$ cat config.mk
export PLATFORM = sky130hd
export DESIGN_NAME = wb_stage_dual
export DESIGN_NICKNAME = d
export VERILOG_FILES = /design/src/rtl/wb_stage_dual.sv
export SDC_FILE = /design/constraint.sdc
export NUM_CORES = 1
export LEC_CHECK = 0
export BUFFER_PORTS_ARGS = -buffer_cell sky130_fd_sc_hd__buf_2
export CAP_MARGIN = 20
export CORE_AREA = 2 2 224 226
export CTS_BUF_LIST = sky130_fd_sc_hd__clkbuf_2 sky130_fd_sc_hd__clkbuf_4 sky130_fd_sc_hd__clkbuf_8
export DETAILED_ROUTE_END_ITERATION = 10
export DIE_AREA = 0 0 226 228
export MAX_ROUTING_LAYER = met4
export SYNTH_ARGS = -nofsm -noshare
export SYNTH_HDL_FRONTEND = slang
export SYNTH_SLANG_ARGS = --single-unit
$ cat constraint.sdc
create_clock -name clk -period 2.5 [get_ports clk]
set_clock_uncertainty 0.05 [all_clocks]
set_input_delay 0.375 -clock clk [delete_from_list [all_inputs] [get_ports clk]]
set_output_delay 0.375 -clock clk [all_outputs]
set_load 0.01 [all_outputs]
$ cat src/rtl/wb_stage_dual.sv
// Dual-issue EX/WB pipeline register. It holds the two execute results and
// drives both register-file write ports, with the younger slot winning a
// same-destination conflict. It forwards the WB results to six read operands
// and counts retired instructions.
//
// Pipeline control: stall=1 freezes all WB state and the retire counter, and
// suppresses both register writes in that cycle. flush=1 (only when stall=0)
// loads the WB slots as invalid. The stalled pair writes exactly once, in the
// first cycle stall drops.
module wb_stage_dual #(
    parameter int DATA_W = 32,
    parameter int IDX_W  = 3,
    parameter int CNT_W  = 32
) (
    input  logic                clk,
    input  logic                reset,
    input  logic                stall,
    input  logic                flush,
    input  logic                ex_valid1,
    input  logic                ex_regWrite1,
    input  logic [IDX_W-1:0]    ex_dest1,
    input  logic [DATA_W-1:0]   ex_result1,
    input  logic                ex_valid2,
    input  logic                ex_regWrite2,
    input  logic [IDX_W-1:0]    ex_dest2,
    input  logic [DATA_W-1:0]   ex_result2,
    output logic                regWrite1,
    output logic [IDX_W-1:0]    destReg1,
    output logic [DATA_W-1:0]   writeData1,
    output logic                regWrite2,
    output logic [IDX_W-1:0]    destReg2,
    output logic [DATA_W-1:0]   writeData2,
    input  logic [6*IDX_W-1:0]  src_idx,
    input  logic [6*DATA_W-1:0] rf_data,
    output logic [6*DATA_W-1:0] fwd_data,
    output logic [CNT_W-1:0]    retire_count
);

    logic              wb_valid1_q, wb_valid1_d;
    logic              wb_rw1_q, wb_rw1_d;
    logic [IDX_W-1:0]  wb_dest1_q, wb_dest1_d;
    logic [DATA_W-1:0] wb_result1_q, wb_result1_d;
    logic              wb_valid2_q, wb_valid2_d;
    logic              wb_rw2_q, wb_rw2_d;
    logic [IDX_W-1:0]  wb_dest2_q, wb_dest2_d;
    logic [DATA_W-1:0] wb_result2_q, wb_result2_d;
    logic [CNT_W-1:0]  retire_count_q, retire_count_d;

    logic              we1;
    logic              we2;
    logic [CNT_W-1:0]  retire_inc;

    // Both valid bits contribute 0, 1 or 2 retirements per unstalled edge.
    assign retire_inc = CNT_W'(wb_valid1_q) + CNT_W'(wb_valid2_q);

    // Next WB state: hold on stall. Otherwise load EX; a flush only clears the valid bits.
    always_comb begin
        wb_valid1_d    = wb_valid1_q;
        wb_rw1_d       = wb_rw1_q;
        wb_dest1_d     = wb_dest1_q;
        wb_result1_d   = wb_result1_q;
        wb_valid2_d    = wb_valid2_q;
        wb_rw2_d       = wb_rw2_q;
        wb_dest2_d     = wb_dest2_q;
        wb_result2_d   = wb_result2_q;
        retire_count_d = retire_count_q;
        if (!stall) begin
            wb_valid1_d    = ex_valid1 & ~flush;
            wb_rw1_d       = ex_regWrite1;
            wb_dest1_d     = ex_dest1;
            wb_result1_d   = ex_result1;
            wb_valid2_d    = ex_valid2 & ~flush;
            wb_rw2_d       = ex_regWrite2;
            wb_dest2_d     = ex_dest2;
            wb_result2_d   = ex_result2;
            retire_count_d = retire_count_q + retire_inc;
        end
    end

    // WB register and retire counter, cleared asynchronously by reset.
    always_ff @(posedge clk or negedge reset) begin
        if (!reset) begin
            wb_valid1_q    <= 1'b0;
            wb_rw1_q       <= 1'b0;
            wb_dest1_q     <= '0;
            wb_result1_q   <= '0;
            wb_valid2_q    <= 1'b0;
            wb_rw2_q       <= 1'b0;
            wb_dest2_q     <= '0;
            wb_result2_q   <= '0;
            retire_count_q <= '0;
        end else begin
            wb_valid1_q    <= wb_valid1_d;
            wb_rw1_q       <= wb_rw1_d;
            wb_dest1_q     <= wb_dest1_d;
            wb_result1_q   <= wb_result1_d;
            wb_valid2_q    <= wb_valid2_d;
            wb_rw2_q       <= wb_rw2_d;
            wb_dest2_q     <= wb_dest2_d;
            wb_result2_q   <= wb_result2_d;
            retire_count_q <= retire_count_d;
        end
    end

    // Write enables: the younger slot 2 suppresses slot 1 when both target one register.
    always_comb begin
        we2 = wb_valid2_q & wb_rw2_q & ~stall;
        we1 = wb_valid1_q & wb_rw1_q & ~stall & ~(we2 && (wb_dest1_q == wb_dest2_q));
    end

    // Same-cycle bypass for each of the six read operands, with the younger write first.
    always_comb begin
        fwd_data = rf_data;
        for (int k = 0; k < 6; k++) begin
            if (we2 && (wb_dest2_q == src_idx[k*IDX_W +: IDX_W])) begin
                fwd_data[k*DATA_W +: DATA_W] = wb_result2_q;
            end else if (we1 && (wb_dest1_q == src_idx[k*IDX_W +: IDX_W])) begin
                fwd_data[k*DATA_W +: DATA_W] = wb_result1_q;
            end
        end
    end

    assign regWrite1    = we1;
    assign destReg1     = wb_dest1_q;
    assign writeData1   = wb_result1_q;
    assign regWrite2    = we2;
    assign destReg2     = wb_dest2_q;
    assign writeData2   = wb_result2_q;
    assign retire_count = retire_count_q;

endmodule

# --- Word level (Yosys, flattened, before mapping) ---
# Cells that the tools add are included.
op_classes:
  n_addsub: 2
  eq_ne: 13
  mux: 12
  n_bitwise: 10
  reduce_logical: 13
op_table:
  columns: ["operator", "n"]
  rows:
  - ["$mux 32", 12]
  - ["$eq 3x3->1", 13]
  - ["$add 32x2->32", 1]
  - ["$logic_and 1x1->1", 13]
  - ["$and 1x1->1", 7]
  - ["$not 1->1", 3]
  - ["$add 1x1->2", 1]
word_totals:
  register_bits: 106
  out_inout_bits: 296
  elab_cells: 59

# --- Depth between registers and ports, before layout ---
logic_depth:
  ltp_word: 8
  mapped_depth: 8
  depth_no_buf: 8

# --- Worst setup path before layout ---
# No wires, ideal clock.
synth_path:
  path_type: "reg-to-output"
  from: "reg wb_dest1_q[1] (netlist: destReg1[1])"
  to: "out fwd_data[6]"
  t_arrival_ps: 1869
  t_required_ps: 2075
  path_slack_ps: 206
  path_stages_with_launch: 7
  cell_sequence: "dfrtp_1 > buf_6 > xor2_1 > or3_1 > buf_2 > or3_1 > a31oi_1"
synth_via:
  elab_chain_len: 7
synth_rtl:
  columns: ["element", "line", "text"]
  rows:
  - ["start, declared", "41", "logic [IDX_W-1:0] wb_dest1_q, wb_dest1_d;"]
  - ["start signal, assigned", "95", "wb_dest1_q <= wb_dest1_d;"]
  - ["$eq 3x3->1", "108", "we1 = wb_valid1_q & wb_rw1_q & ~stall & ~(we2 && (wb_dest1_q == wb_dest2_q));"]
  - ["$logic_and 1x1->1", "108", null]
  - ["$not 1->1", "108", null]
  - ["$and 1x1->1", "108", null]
  - ["$logic_and 1x1->1 *", "117", "end else if (we1 && (wb_dest1_q == src_idx[k*IDX_W +: IDX_W])) begin"]
  - ["$mux 32 *", "117", null]
  - ["$mux 32 *", "115", "if (we2 && (wb_dest2_q == src_idx[k*IDX_W +: IDX_W])) begin"]
  - ["end, declared", "35", "output logic [6*DATA_W-1:0] fwd_data,"]
# Mark *: on every way between the ends. The rest lies on a longest branch, timed or not.

# --- Final worst setup path ---
layout_path:
  from: "reg wb_dest1_q[0] (netlist: destReg1[0])"
  to: "out fwd_data[54]"
# Same word-level chain as after synthesis.

==> results.cfg <==
[synthesis]
postSynth.asyncResetShare_pct = 100
synth_top_area_share_pct = 27.0
synth_edf_count = 0
avgSynthCellArea_sq_um = 8.22
syn-cell-area_sq_mm = 0.00981
synth-seq-cells = 106
synth_cell_types = 46
postSynthCellCount = 1194
yosysTopAreaCell = dfrtp_1
ys_seq_area_share_pct = 27.0
ys_warn_count = 0
yosysMostFrequentCell = dfrtp_1
synth_flop_cell = dfrtp_1
syn-num-nets = 1484
synth_common_cells = dfrtp_1, nor2_1, nor3_1
yosys-top-cells-area = dfrtp_1, mux2_2, a311o_1

[global_route]
antenna_found_initial = 11
grt_pass1_wl_mm = 98.8
grt_max_degree = 74
grt_usage_pct = 27.7
grt_pass1_vias = 13700
gr-total-overflow = 0

[worst_hold_path]
min_to = destReg2[0]
hp-start = ex_dest2[0]
hold_depth = 2
hp-class = in -> reg

[sta]
maxSlewViolCount = 0
layout_worst_path_cycle_share_pct = 126
setup-violations-final = 193
tns_ns = -96.60
slew_headroom_pct = 37.4
max_freq_mhz = 316
fin_crit_ns = 3.16
tightest_slew_ns = 0.938
hold_viol = 0
worst_slack_ns = -0.661
fin_hold_ws_ns = 0.0651
rsz0062_at_grt = true

[power]
p_sw_mw = 2.71
power_mw = 6.26
p_seq_share_pct = 36.0
netSwitchingFraction_pct = 43.3
ir_drop_v = 0.000373
p_clk_share_pct = 20.5
power_density_mw_per_mm2 = 346
power.internal_mw = 3.55
combinationalPowerShare_pct = 43.5
leakagePower_nw = 7.83

[job]
maxCapViolations = 0

[floorplan]
fp.coreArea_sq_mm = 0.0493
die_h_microns = 228
io_pins = 584
start_util_pct = 19.9
die_w_microns = 226
num_rows = 82
die_area_sq_mm = 0.0515

[critical_path]
cp_max_fo = 6
r2r-end = retire_count[28]
path_cells = buf_6, xor2_2, or4b_4, buf_12, o211ai_2, o211ai_1, buf_2
critPathRequiredTime_ns = 2.08
start_kind = register
critical_path_class = reg -> out
critical-path-slowest-cell = or4b_4
arrival_ns = 2.74
r2r-start = wb_valid1_q
cpLargestDelayFamily = simple AND/OR/NAND/NOR gates
reg2reg_depth = 10
ff2ff_setup_slack_ns = 0.26
cp.buffers_inverters = 3
critPathMaxStageDelay_ns = 0.60
cp-end-kind = output port

[route]
wl_met1_mm = 29.2
drt_wl_total_mm = 73.3
wl_met2_mm = 34.3
top_layer_used = met4
first_iter_violations = 1054
ant_nets = 0
viasPerCell = 5.39
drc_errors = 0
route.met3.wl_mm = 6.21
wl_per_cell_microns = 28.1
vias = 14000
firstDrtPassIters = 5

[place]
dp_hpwl_mm = 52.8
io_buffers = 583
globalplace.congestion = 0.977
placed_cell_area_sq_mm = 0.0149
dp_cells = 2499
pre_cts_ws_ns = -0.464

[clocking]
root_buffer = clkbuf_8
cts_tree = built
numCtsBuffers = 9
clkTransAtPathRegs_ns = 0.16
htreeDepth = 3
numClockSinks = 106
clk_latency_ns = 0.45
cts_max_path_buffers = 2

[finish]
fillCellCount = 4974
syn_to_final_growth_pct = 84.7
fin_cells = 2607
postLayoutCellArea_sq_mm = 0.0181
final_util_pct = 36.7
finalNetCount = 2210
drive_gt1_share_pct = 61.5

[run_status]
violations = setup timing
outcome = finished, violations left
[flip-flops by register name, summed over array words and instances, names as in the netlist]
signal	flops
retire_count	32
writeData1	32
writeData2	32
destReg1	3
destReg2	3
wb_rw1_q	1
wb_rw2_q	1
wb_valid1_q	1
wb_valid2_q	1
[worst max-delay path by stage]
stage	startpoint	to	depth (start not counted)
after floorplan	destReg1[1]	fwd_data[6]	6
after global placement	stall	fwd_data[112]	8
after detailed placement	stall	fwd_data[112]	8
after CTS	destReg1[1]	fwd_data[54]	8
after global routing	destReg1[0]	fwd_data[60]	7
final	destReg1[0]	fwd_data[54]	7
[metal layers]
layer	global-route usage, %	up-vias
met1	33.1	6907
met4	13.0	0
met2	44.0	961
met5	-	-
met3	6.50	197
li1	-	5983
[power groups by stage]
stage                     Combinational, mW  Clock (mW)  Sequential, mW
after floorplan                       0.918           0            2.15
after global placement                 2.17           0            2.26
after detailed placement               2.19           0            2.26
after CTS                              2.47        1.34            2.23
after global routing                   2.87        1.37            2.27
final                                  2.73        1.28            2.25
[final cells by class]
cell class | instances | area (sq um) | area share (%)
well taps | 672 | 841 | 4.64
inverters | 13 | 48.8 | 0.269
clock inverters | 7 | 91.3 | 0.504
multi-input cells | 946 | 7920 | 43.7
diodes | 10 | 25.0 | 0.138
repair buffers | 844 | 6410 | 35.4
flip-flops and latches | 106 | 2660 | 14.7
clock buffers | 9 | 124 | 0.683
[cell families (layout without fill, tap and decap cells)]
| group | Yosys count | in the layout | share of synthesized area (%) |
|---|---|---|---|
| compound gates | 372 | 372 | 27.1 |
| buf+inv | 146 | 873 | 7.57 |
| other cells | 0 | 10 | 0 |
| simple gates | 425 | 429 | 23.3 |
| xor+xnor | 69 | 69 | 6.24 |
| fa+ha+maj | 2 | 2 | 0.332 |
| flops | 106 | 106 | 27.0 |
| mux | 74 | 74 | 8.48 |
[timing repair]
action | 4_1_cts | 5_1_grt
resized for setup | 228 | 232
pin swaps | 109 | 121
hold buffers | 1 | 0
setup endpoints to repair | 193 | 193
endpoints found under the hold margin | 106 | 0
cloned | 15 | 11
setup buffers | 39 | 32
[placed cells by master (no fill, tap or decap), types with 11 or more instances in the layout]
master     count
a21oi_1       40
a21oi_2       25
a311o_1       72
a31oi_1       53
a31oi_2       13
and2_1        75
and3_1        19
buf_12        69
buf_2        571
buf_4        120
buf_6         52
buf_8         12
clkbuf_16     11
dfrtp_1      100
inv_1         13
mux2_2        73
nand2_1       65
nand3_1       43
nand4_1       16
nor2_1        78
nor3_1        18
nor3_2        32
nor3_4        31
o211ai_1      67
o211ai_2      23
o21ai_1       11
o21ai_2       46
o21ai_4       11
xnor2_1       39
(Power assumes the default switching activity.)
